<file path="src/rtl/sand_pkg.sv">
// Shared constants and types for the sand cell-RAM datapath.
// Used by the scheduler, its FIFO and the bus interface.
package sand_pkg;
    localparam int ACTIVE_COLUMNS = 640;
    localparam int ACTIVE_ROWS    = 480;
    localparam int ADDR_WIDTH     = $clog2(ACTIVE_COLUMNS * ACTIVE_ROWS);
    localparam int DATA_WIDTH     = 1;

    typedef logic [DATA_WIDTH-1:0] cell_t;

    typedef enum logic [1:0] {
        IDLE,
        START,
        STEP
    } sched_state_t;
endpackage

</file>
<file path="src/rtl/cell_mem_scheduler_if.sv">
// Engine, spawn and RAM-port signals of the cell RAM scheduler.
// Signal suffixes are from the scheduler's point of view.
interface cell_mem_scheduler_if
    import sand_pkg::*;
#(
    parameter int AW = ADDR_WIDTH,
    parameter int DW = DATA_WIDTH
);
    logic          frame_tick_i;
    logic          eng_ready_o;
    logic          eng_done_i;
    logic [AW-1:0] eng_read_address_i;
    logic [AW-1:0] eng_write_address_i;
    logic [DW-1:0] eng_write_data_i;
    logic          eng_wr_ena_i;
    logic          spawn_valid_i;
    logic [AW-1:0] spawn_address_i;
    logic [DW-1:0] spawn_data_i;
    logic          spawn_ready_o;
    logic [AW-1:0] mem_read_address_o;
    logic [AW-1:0] mem_write_address_o;
    logic [DW-1:0] mem_write_data_o;
    logic          mem_wr_ena_o;
    logic          busy_o;
    logic          overrun_o;
    logic          timeout_o;

    modport slave (
        input  frame_tick_i, eng_done_i,
        input  eng_read_address_i, eng_write_address_i,
        input  eng_write_data_i, eng_wr_ena_i,
        input  spawn_valid_i, spawn_address_i, spawn_data_i,
        output eng_ready_o, spawn_ready_o,
        output mem_read_address_o, mem_write_address_o,
        output mem_write_data_o, mem_wr_ena_o,
        output busy_o, overrun_o, timeout_o
    );

    modport master (
        output frame_tick_i, eng_done_i,
        output eng_read_address_i, eng_write_address_i,
        output eng_write_data_i, eng_wr_ena_i,
        output spawn_valid_i, spawn_address_i, spawn_data_i,
        input  eng_ready_o, spawn_ready_o,
        input  mem_read_address_o, mem_write_address_o,
        input  mem_write_data_o, mem_wr_ena_o,
        input  busy_o, overrun_o, timeout_o
    );
endinterface

</file>
<file path="src/rtl/cell_mem_scheduler_spawn_fifo.sv">
// Small synchronous FIFO holding pending brush/spawn writes.
// DEPTH must be a power of two, at least 2.
module spawn_fifo #(
    parameter int WIDTH = 20,
    parameter int DEPTH = 4
) (
    input  logic             clk_i,
    input  logic             reset_i,
    input  logic             push_i,
    input  logic [WIDTH-1:0] push_data_i,
    input  logic             pop_i,
    output logic             full_o,
    output logic             empty_o,
    output logic [WIDTH-1:0] head_o
);
    localparam int PW = $clog2(DEPTH);

    logic [WIDTH-1:0] r_mem [DEPTH];
    logic [PW:0]      r_wr;
    logic [PW:0]      r_rd;
    logic             w_push;
    logic             w_pop;

    // Extra pointer bit separates full from empty.
    assign empty_o = (r_wr == r_rd);
    assign full_o  = (r_wr[PW] != r_rd[PW]) &&
                     (r_wr[PW-1:0] == r_rd[PW-1:0]);
    assign head_o  = r_mem[r_rd[PW-1:0]];
    assign w_push  = push_i && !full_o;
    assign w_pop   = pop_i && !empty_o;

    always_ff @(posedge clk_i) begin
        if (w_push) r_mem[r_wr[PW-1:0]] <= push_data_i;
    end

    always_ff @(posedge clk_i) begin
        if (reset_i) begin
            r_wr <= '0;
            r_rd <= '0;
        end else begin
            if (w_push) r_wr <= r_wr + 1'b1;
            if (w_pop)  r_rd <= r_rd + 1'b1;
        end
    end
endmodule

</file>
<file path="src/rtl/cell_mem_scheduler.sv">
// Step sequencer and cell-RAM port arbiter (engine vs. spawn FIFO).
// Define CELL_SCHED_WATCHDOG_EN to build the STEP watchdog.
module cell_mem_scheduler
    import sand_pkg::*;
#(
    parameter int ACTIVE_COLUMNS = sand_pkg::ACTIVE_COLUMNS,
    parameter int ACTIVE_ROWS    = sand_pkg::ACTIVE_ROWS,
    parameter int ADDR_WIDTH     = $clog2(ACTIVE_COLUMNS * ACTIVE_ROWS),
    parameter int DATA_WIDTH     = sand_pkg::DATA_WIDTH,
    parameter int STEP_DIVIDE    = 1,
    parameter int FIFO_DEPTH     = 4,
    parameter int TIMEOUT_CYCLES = 1228800
) (
    input  logic                 clk_i,
    input  logic                 reset_i,
    cell_mem_scheduler_if.slave  bus
);
    localparam int DIVW = (STEP_DIVIDE > 1) ? $clog2(STEP_DIVIDE) : 1;
    localparam int FW   = ADDR_WIDTH + DATA_WIDTH;

    sched_state_t    r_state;
    logic [DIVW-1:0] r_div;
    logic            r_pending;
    logic            r_overrun;
    logic            r_timeout;
    logic            w_trig;
    logic            w_eng;
    logic            w_pop;
    logic            w_full;
    logic            w_empty;
    logic [FW-1:0]   w_head;

    assign w_trig = bus.frame_tick_i &&
                    (r_div == DIVW'(STEP_DIVIDE - 1));
    assign w_eng  = (r_state != IDLE) && !reset_i;
    assign w_pop  = (r_state == IDLE) && !w_trig && !r_pending &&
                    !w_empty && !reset_i;

    spawn_fifo #(
        .WIDTH (FW),
        .DEPTH (FIFO_DEPTH)
    ) u_fifo (
        .clk_i       (clk_i),
        .reset_i     (reset_i),
        .push_i      (bus.spawn_valid_i),
        .push_data_i ({bus.spawn_address_i, bus.spawn_data_i}),
        .pop_i       (w_pop),
        .full_o      (w_full),
        .empty_o     (w_empty),
        .head_o      (w_head)
    );

`ifdef CELL_SCHED_WATCHDOG_EN
    localparam int TW = $clog2(TIMEOUT_CYCLES + 1);
    logic [TW-1:0] r_wdog;
    logic          w_wd_hit;
    // Fires on the STEP cycle that brings the count to TIMEOUT_CYCLES.
    assign w_wd_hit = (r_wdog == TW'(TIMEOUT_CYCLES - 1));
`endif

    always_ff @(posedge clk_i) begin
        if (reset_i) begin
            r_state   <= IDLE;
            r_div     <= '0;
            r_pending <= 1'b0;
            r_overrun <= 1'b0;
            r_timeout <= 1'b0;
`ifdef CELL_SCHED_WATCHDOG_EN
            r_wdog    <= '0;
`endif
        end else begin
            if (bus.frame_tick_i)
                r_div <= w_trig ? '0 : r_div + 1'b1;
            unique case (r_state)
                IDLE: begin
                    if (w_trig || r_pending) begin
                        r_state   <= START;
                        r_pending <= 1'b0;
`ifdef CELL_SCHED_WATCHDOG_EN
                        r_wdog    <= '0;
`endif
                    end
                end
                START: r_state <= STEP;
                STEP: begin
                    if (bus.eng_done_i) begin
                        r_state <= IDLE;
`ifdef CELL_SCHED_WATCHDOG_EN
                    end else if (w_wd_hit) begin
                        r_state   <= IDLE;
                        r_timeout <= 1'b1;
`endif
                    end
                end
                default: r_state <= IDLE;
            endcase
            // Only one step is ever owed, however many triggers land.
            if (w_trig && (r_state != IDLE)) begin
                r_pending <= 1'b1;
                r_overrun <= 1'b1;
            end
`ifdef CELL_SCHED_WATCHDOG_EN
            if (r_state == STEP) r_wdog <= r_wdog + 1'b1;
`endif
        end
    end

    assign bus.eng_ready_o   = (r_state == START) && !reset_i;
    assign bus.busy_o        = w_eng;
    assign bus.overrun_o     = r_overrun && !reset_i;
    assign bus.timeout_o     = r_timeout && !reset_i;
    assign bus.spawn_ready_o = !w_full || reset_i;

    always_comb begin
        bus.mem_read_address_o  = '0;
        bus.mem_write_address_o = '0;
        bus.mem_write_data_o    = '0;
        bus.mem_wr_ena_o        = 1'b0;
        if (w_eng) begin
            bus.mem_read_address_o  = bus.eng_read_address_i;
            bus.mem_write_address_o = bus.eng_write_address_i;
            bus.mem_write_data_o    = bus.eng_write_data_i;
            bus.mem_wr_ena_o        = bus.eng_wr_ena_i;
        end else if (w_pop) begin
            bus.mem_write_address_o = w_head[FW-1:DATA_WIDTH];
            bus.mem_write_data_o    = w_head[DATA_WIDTH-1:0];
            bus.mem_wr_ena_o        = 1'b1;
        end
    end
endmodule

</file>
<file path="src/flat_wrapper.sv">
// flat-port wrapper written by rule: the top's interface ports become plain ports
module cell_mem_scheduler_flat import sand_pkg::*;
#(
    parameter int ACTIVE_COLUMNS = sand_pkg::ACTIVE_COLUMNS,
    parameter int ACTIVE_ROWS    = sand_pkg::ACTIVE_ROWS,
    parameter int ADDR_WIDTH     = $clog2(ACTIVE_COLUMNS * ACTIVE_ROWS),
    parameter int DATA_WIDTH     = sand_pkg::DATA_WIDTH,
    parameter int STEP_DIVIDE    = 1,
    parameter int FIFO_DEPTH     = 4,
    parameter int TIMEOUT_CYCLES = 1228800
)
  (clk_i, reset_i, bus_frame_tick_i, bus_eng_done_i, bus_eng_read_address_i, bus_eng_write_address_i, bus_eng_write_data_i, bus_eng_wr_ena_i, bus_spawn_valid_i, bus_spawn_address_i, bus_spawn_data_i, bus_eng_ready_o, bus_spawn_ready_o, bus_mem_read_address_o, bus_mem_write_address_o, bus_mem_write_data_o, bus_mem_wr_ena_o, bus_busy_o, bus_overrun_o, bus_timeout_o);
  cell_mem_scheduler_if bus_i ();
  input  logic clk_i;
  input  logic reset_i;
  input wire logic [$bits(bus_i.frame_tick_i)-1:0] bus_frame_tick_i;
  input wire logic [$bits(bus_i.eng_done_i)-1:0] bus_eng_done_i;
  input wire logic [$bits(bus_i.eng_read_address_i)-1:0] bus_eng_read_address_i;
  input wire logic [$bits(bus_i.eng_write_address_i)-1:0] bus_eng_write_address_i;
  input wire logic [$bits(bus_i.eng_write_data_i)-1:0] bus_eng_write_data_i;
  input wire logic [$bits(bus_i.eng_wr_ena_i)-1:0] bus_eng_wr_ena_i;
  input wire logic [$bits(bus_i.spawn_valid_i)-1:0] bus_spawn_valid_i;
  input wire logic [$bits(bus_i.spawn_address_i)-1:0] bus_spawn_address_i;
  input wire logic [$bits(bus_i.spawn_data_i)-1:0] bus_spawn_data_i;
  output wire logic [$bits(bus_i.eng_ready_o)-1:0] bus_eng_ready_o;
  output wire logic [$bits(bus_i.spawn_ready_o)-1:0] bus_spawn_ready_o;
  output wire logic [$bits(bus_i.mem_read_address_o)-1:0] bus_mem_read_address_o;
  output wire logic [$bits(bus_i.mem_write_address_o)-1:0] bus_mem_write_address_o;
  output wire logic [$bits(bus_i.mem_write_data_o)-1:0] bus_mem_write_data_o;
  output wire logic [$bits(bus_i.mem_wr_ena_o)-1:0] bus_mem_wr_ena_o;
  output wire logic [$bits(bus_i.busy_o)-1:0] bus_busy_o;
  output wire logic [$bits(bus_i.overrun_o)-1:0] bus_overrun_o;
  output wire logic [$bits(bus_i.timeout_o)-1:0] bus_timeout_o;
  assign bus_i.frame_tick_i = bus_frame_tick_i;
  assign bus_i.eng_done_i = bus_eng_done_i;
  assign bus_i.eng_read_address_i = bus_eng_read_address_i;
  assign bus_i.eng_write_address_i = bus_eng_write_address_i;
  assign bus_i.eng_write_data_i = bus_eng_write_data_i;
  assign bus_i.eng_wr_ena_i = bus_eng_wr_ena_i;
  assign bus_i.spawn_valid_i = bus_spawn_valid_i;
  assign bus_i.spawn_address_i = bus_spawn_address_i;
  assign bus_i.spawn_data_i = bus_spawn_data_i;
  assign bus_eng_ready_o = bus_i.eng_ready_o;
  assign bus_spawn_ready_o = bus_i.spawn_ready_o;
  assign bus_mem_read_address_o = bus_i.mem_read_address_o;
  assign bus_mem_write_address_o = bus_i.mem_write_address_o;
  assign bus_mem_write_data_o = bus_i.mem_write_data_o;
  assign bus_mem_wr_ena_o = bus_i.mem_wr_ena_o;
  assign bus_busy_o = bus_i.busy_o;
  assign bus_overrun_o = bus_i.overrun_o;
  assign bus_timeout_o = bus_i.timeout_o;
  cell_mem_scheduler #(.ACTIVE_COLUMNS(ACTIVE_COLUMNS), .ACTIVE_ROWS(ACTIVE_ROWS), .ADDR_WIDTH(ADDR_WIDTH), .DATA_WIDTH(DATA_WIDTH), .STEP_DIVIDE(STEP_DIVIDE), .FIFO_DEPTH(FIFO_DEPTH), .TIMEOUT_CYCLES(TIMEOUT_CYCLES)) u_core (.clk_i(clk_i), .reset_i(reset_i), .bus(bus_i));
endmodule
</file>
<file path="config.mk">
export PLATFORM = sky130hd
export DESIGN_NAME = cell_mem_scheduler_flat
export DESIGN_NICKNAME = d
export VERILOG_FILES = /design/src/rtl/sand_pkg.sv /design/src/rtl/cell_mem_scheduler_if.sv /design/src/rtl/cell_mem_scheduler_spawn_fifo.sv /design/src/rtl/cell_mem_scheduler.sv /design/src/flat_wrapper.sv
export SDC_FILE = /design/constraint.sdc
export NUM_CORES = 1
export LEC_CHECK = 0
export CAP_MARGIN = 20
export CORE_ASPECT_RATIO = 2
export CORE_MARGIN = 5
export CORE_UTILIZATION = 25
export DETAILED_ROUTE_END_ITERATION = 10
export DONT_BUFFER_PORTS = 1
export PLACE_DENSITY = 0.36
export SYNTH_ARGS = -nofsm -noshare
export SYNTH_HDL_FRONTEND = slang
export SYNTH_SLANG_ARGS = --single-unit
export TNS_END_PERCENT = 20
</file>
<file path="constraint.sdc">
create_clock -name clk_i -period 1.9 [get_ports clk_i]
set_clock_uncertainty 0.1 [all_clocks]
set_input_delay 0.285 -clock clk_i [delete_from_list [all_inputs] [get_ports clk_i]]
set_output_delay 0.285 -clock clk_i [all_outputs]
set_load 0.05 [all_outputs]
</file>
* Word-level counts from Yosys, hierarchy flattened
Memories as Yosys holds them, arrays and structs flattened. A register that Yosys moved wholly into a read port is not among the register bits.
Index checks and enable logic that the tools add are counted.
** Word-level totals
- Register bits :: 11
- Latch bits :: 0
- RAM bits :: 80
- Bits in read-only memories :: 0
- Input bits :: 65
- Word-level logic and storage cells :: 61
- Memories kept :: 1
** Memory list
- u_core.u_fifo.r_mem :: depth 4, width 20, rd ports 1, clocked after memory_dff 1, write ports 1, line cell_mem_scheduler_spawn_fifo.sv:18 : logic [WIDTH-1:0] r_mem [DEPTH];
** Operators by class
- Add/sub/neg operators :: 3
- Multiply operators :: 0
- Div/mod/pow operators :: 0
- Order comparisons :: 0
- Eq/ne operators :: 7
- Shifts and indexed selects :: 0
- Muxes and demuxes :: 18
- Bitwise operators :: 1
- Reductions and logical operators :: 25
** Operators by type and width (number)
- $mux 19 :: 3
- $logic_and 1x1->1 :: 12
- $mux 1 :: 10
- $mux 2 :: 4
- $add 3x1->3 const B :: 2
- $pmux 2 s3 :: 1
- $reduce_bool 2->1 :: 3
- $logic_not 1->1 :: 5
- $ne 2x2->1 const B :: 2
- $reduce_and 2->1 :: 2
- $eq 3x3->1 :: 1
- $eq 2x1->1 const B :: 1
- $eq 2x2->1 :: 1
- $eq 2x2->1 const B :: 1
- $logic_not 2->1 :: 1
- $logic_or 1x1->1 :: 2
- $add 1x1->1 const B :: 1
- $ne 1x1->1 :: 1
- $not 1->1 :: 1

* Longest topological paths before layout
- Depth after elaboration :: 10
- Depth in mapped cells :: 5
- Depth with buffers taken out :: 4

* Modules after synthesis
Synthesis repeated with hierarchy kept, for this count alone.
** Unflattened totals
- Cells, all modules :: 244
- Area total of the unflattened synthesis :: 4020.1 sq um
** By module, submodules not included
- spawn_fifo :: instances 1, cells each 172, area an instance 3452.1 sq um
- cell_mem_scheduler :: instances 1, cells each 72, area an instance 568.0 sq um

* Worst setup path after synthesis
OpenSTA, ideal clock, no wires.
- Path type :: register to output
- Start :: register u_core.r_state[1]
- End :: output port bus_mem_write_address_o[0]
- Arrival :: 1.769 ns
- Path slack :: -0.254 ns
- Cell stages (with the launch flop) :: 6
- Path buffers :: 1
- Cells stage by stage :: dfxtp_1 or3_4 or3_4 nor2_8 buf_6 a22o_1
** On the way
- Cells in the longest elaborated chain, start to end :: 7
- Elaborated cells between the ends (all ways) :: 9
- Classes of those cells :: mux: 2; reduce/logical: 7
** RTL lines
- start, declared :: line cell_mem_scheduler.sv:21 : sched_state_t r_state;
- start signal, assigned :: line cell_mem_scheduler.sv:63 : r_state <= IDLE;
- start signal, assigned :: line cell_mem_scheduler.sv:77 : r_state <= START;
- start signal, assigned :: line cell_mem_scheduler.sv:84 : START: r_state <= STEP;
- $logic_not 2->1 :: line cell_mem_scheduler.sv:36 : assign w_pop = (r_state == IDLE) && !w_trig && !r_pending &&
- $logic_and 1x1->1 (3 in series) :: line cell_mem_scheduler.sv:36
- $logic_and 1x1->1 :: line cell_mem_scheduler.sv:37 : !w_empty && !reset_i;
- $mux 19 :: line cell_mem_scheduler.sv:124 : end else if (w_pop) begin
- $mux 19 (*) :: line cell_mem_scheduler.sv:119 : if (w_eng) begin
- end, declared :: line flat_wrapper.sv:28 : output wire logic [$bits(bus_i.mem_write_address_o)-1:0] bus_mem_write_address_o;
Mark *: on every way between the ends. The rest lies on a longest branch, timed or not.

* Final worst setup path
- Start :: register u_core.r_state[1]
- End :: output port bus_mem_write_address_o[17]
Same word-level chain as after synthesis.

==> impl_metrics.json <==
{
  "yosys_warnings": 0,
  "hold_violations": 0,
  "path_clk_slew_ns": 0.07,
  "grt_pass1_vias": 2508,
  "crit_required_ns": 1.51,
  "synthesis.area_um2": 3890,
  "synthTopCellsByArea": "edfxtp_1 62%, mux4_2 12%, dfxtp_1 6.7%",
  "grt_pass1_wl_mm": 15.8,
  "dp_cells": 462,
  "fin_crit_sh": 1.27,
  "p_switching_uw": 1390,
  "worstPathMaxFanout": 10,
  "start_util": 0.254,
  "diodes": 0,
  "ys_seq_elements": 93,
  "vias": 2277,
  "drc": 0,
  "failed_checks": "setup timing",
  "fin_cells": 508,
  "via_per_inst": 4.48,
  "worstHoldPathType": "primary input to flip-flop",
  "drtPass1Iterations": 4,
  "wire_per_inst_um": 20.9,
  "die_y_um": 186,
  "place.gp.congestion": 0.670,
  "final_core_util": 0.367,
  "track_usage": 0.118,
  "cts_buffers": 9,
  "startpoint_type": "flip-flop",
  "final_antenna_net_count": 0,
  "p_sw_frac": 0.273,
  "ys_async_sr_fraction": 0,
  "finalWirelength_mm": 10.6,
  "seqPwrFrac": 0.464,
  "critical_path.max_stage_delay_ns": 0.39,
  "port_buffers": 0,
  "cellLeakagePower_uw": 0.00196,
  "synth_flop_cell": "edfxtp_1",
  "syn2layout_area_growth_pct": 44.4,
  "cp_slowest_cell": "or3_4",
  "netlist.top_cell.by_area": "edfxtp_1",
  "yosysSeqAreaShare": 0.685,
  "arrival_ns": 2.03,
  "fin_ws_ns": -0.516,
  "clockBufferDepth": 2,
  "drt_iter0_drc": 84,
  "fmax_mhz": 414,
  "cts_tree": "built",
  "intPower_uw": 3710,
  "grt_max_degree": 21,
  "worstPathCellList": "or3_4 -> or3_4 -> nor2_8 -> buf_12 -> a22o_1 -> buf_12",
  "antenna_found_initial": 0,
  "io_pins": 110,
  "die_x_um": 98.2,
  "synth_edf_count": 80,
  "synth_cell_type_count": 31,
  "rows": 64,
  "clkLatencyLatePin_ns": 0.34,
  "power_per_cell_area_nw_per_um2": 907,
  "p_total_uw": 5100,
  "synthesis.nets": 292,
  "place_hpwl_mm": 7.00,
  "synth_common_cells": "80 x edfxtp_1, 22 x and2_1, 20 x a22o_1, 20 x mux4_2, 13 x dfxtp_1",
  "die-area_um2": 18300,
  "drv_slew": 0,
  "fin_crit_ns": 2.42,
  "root_buffer": "clkbuf_16",
  "maxCapViolCount": 0,
  "syn_avg_cell_area_um2": 17.5,
  "layout-drive-gt1-share": 0.442,
  "comb_power_share": 0.211,
  "layout.nets": 375,
  "gr-total-overflow": 0,
  "coreArea_um2": 15300,
  "finalSetupViolations": 42,
  "crit_type": "flip-flop to primary output",
  "post-place-ws_ns": -0.248,
  "ir_drop_v": 0.000616,
  "pwr-share-clk": 0.325,
  "synthDominantCellAreaShare": 0.618,
  "synthMostInstantiatedCell": "edfxtp_1",
  "status": "finished, violations left",
  "rsz0062_at_grt": "true",
  "cts.htree.levels": 3,
  "cts_sinks": 93,
  "synth_cells": 222,
  "critPathCaptureType": "primary output"
}
## registers in the layout (all words and copies together) (netlist names), named ones only
register,cells
u_core.r_pending,1
u_core.r_div,1
u_core.r_state,2
u_core.r_overrun,1
u_core.u_fifo.r_mem,80
u_core.u_fifo.r_wr,3
u_core.u_fifo.r_rd,3
## metrics by stage
stage | cell area (um2) | TNS, ns | hold slack, ns
after floorplan | 3940 | -1.79 | 0.261
after global placement | 4960 | -9.17 | 0.255
after detailed placement | 4960 | -11.19 | 0.264
after CTS | 5530 | -16.29 | 0.00771
after global routing | 5620 | -15.80 | 0.0345
final | 5620 | -12.78 | 0.0288
## power by group through the flow
stage               sequential [uW]  combinational [uW]  clock, uW
floorplan                      2400                 614          0
global placement               2410                 975          0
detailed placement             2410                 978          0
CTS                            2370                1070       1720
global route                   2380                1150       1810
finish                         2370                1080       1650
## kinds of logic (layout without fill, tap and decap cells)
| logic type | count (synthesis) | in the layout | synth area share |
|---|---|---|---|
| other | 1 | 1 | 0.000964 |
| AND/OR/NAND/NOR | 50 | 54 | 0.0785 |
| flip-flops | 93 | 93 | 0.685 |
| buffers and inverters | 15 | 99 | 0.0209 |
| multiplexers | 24 | 24 | 0.126 |
| XOR/XNOR | 7 | 7 | 0.0158 |
| AO/OA/AOI/OAI | 27 | 27 | 0.0569 |
| adder cells (fa/ha/maj) | 5 | 5 | 0.0161 |
## worst paths after layout
kind	start	slack [ns]	endpoint	depth (start not counted)
hold reg to reg	u_core.u_fifo.r_rd[2]	0.37	u_core.u_fifo.r_rd[2]	1
setup / recovery	u_core.r_state[1]	-0.52	bus_mem_write_address_o[17]	6
setup reg to reg	u_core.r_state[1]	-0.03	flip-flop	7
hold / removal	bus_eng_done_i	0.03	u_core.r_state[1]	3
## critical path: cells and delay by family (launching register included)
kind	cells	cell delay (ns)
AOI/OAI and AO/OA	1	0.17
DFF	1	0.32
buffers and inverters	2	0.29
and+or+nand+nor	3	0.90
## layer usage
| layer | share of wire | GRT usage | vias to the layer above | routed length (um) |
|---|---|---|---|---|
| met5 | 0 | 0 | - | 0 |
| met4 | 0.023 | 0.0547 | 0 | 244 |
| met3 | 0.049 | 0.0288 | 11 | 523 |
| met2 | 0.56 | 0.219 | 81 | 5890 |
| met1 | 0.37 | 0.123 | 1150 | 3960 |
| li1 | - | - | 1035 | - |
## cell usage in the layout (no fill, tap or decap), types with 3 or more instances in the layout
master         count
and2_4             6
a22o_1             3
dfxtp_1            7
inv_1              3
mux2i_1            4
nand2b_1           4
edfxtp_1          80
clkbuf_16          9
a22o_2            13
nor2_4             6
nor2_1             7
a22o_4             4
xnor2_1            3
buf_4             22
dlygate4sd3_1     22
and2_1            16
ha_1               5
buf_12            35
mux4_2            20
dfxtp_2            6
nand3_1            3
## what timing repair did
| item | CTS | global route |
|---|---|---|
| pin swaps | 4 | 6 |
| cloned | 3 | 1 |
| endpoints found under the setup margin | 122 | 104 |
| hold buffers | 22 | 0 |
| endpoints found under the hold margin | 88 | 0 |
| resized for setup | 9 | 15 |
| buffers inserted | 1 | 3 |
## area by class of cell
cell class                      count  area [um2]
Timing Repair Buffer               80        1100
Fill cell                        1460        9680
Sequential cell                    93        2670
Clock inverter                      7        50.0
Clock buffer                        9         225
Tap cell                          198         248
Multi-Input combinational cell    118        1320
Inverter                            3        11.3
Note: power is estimated with default switching activity, not from simulation.
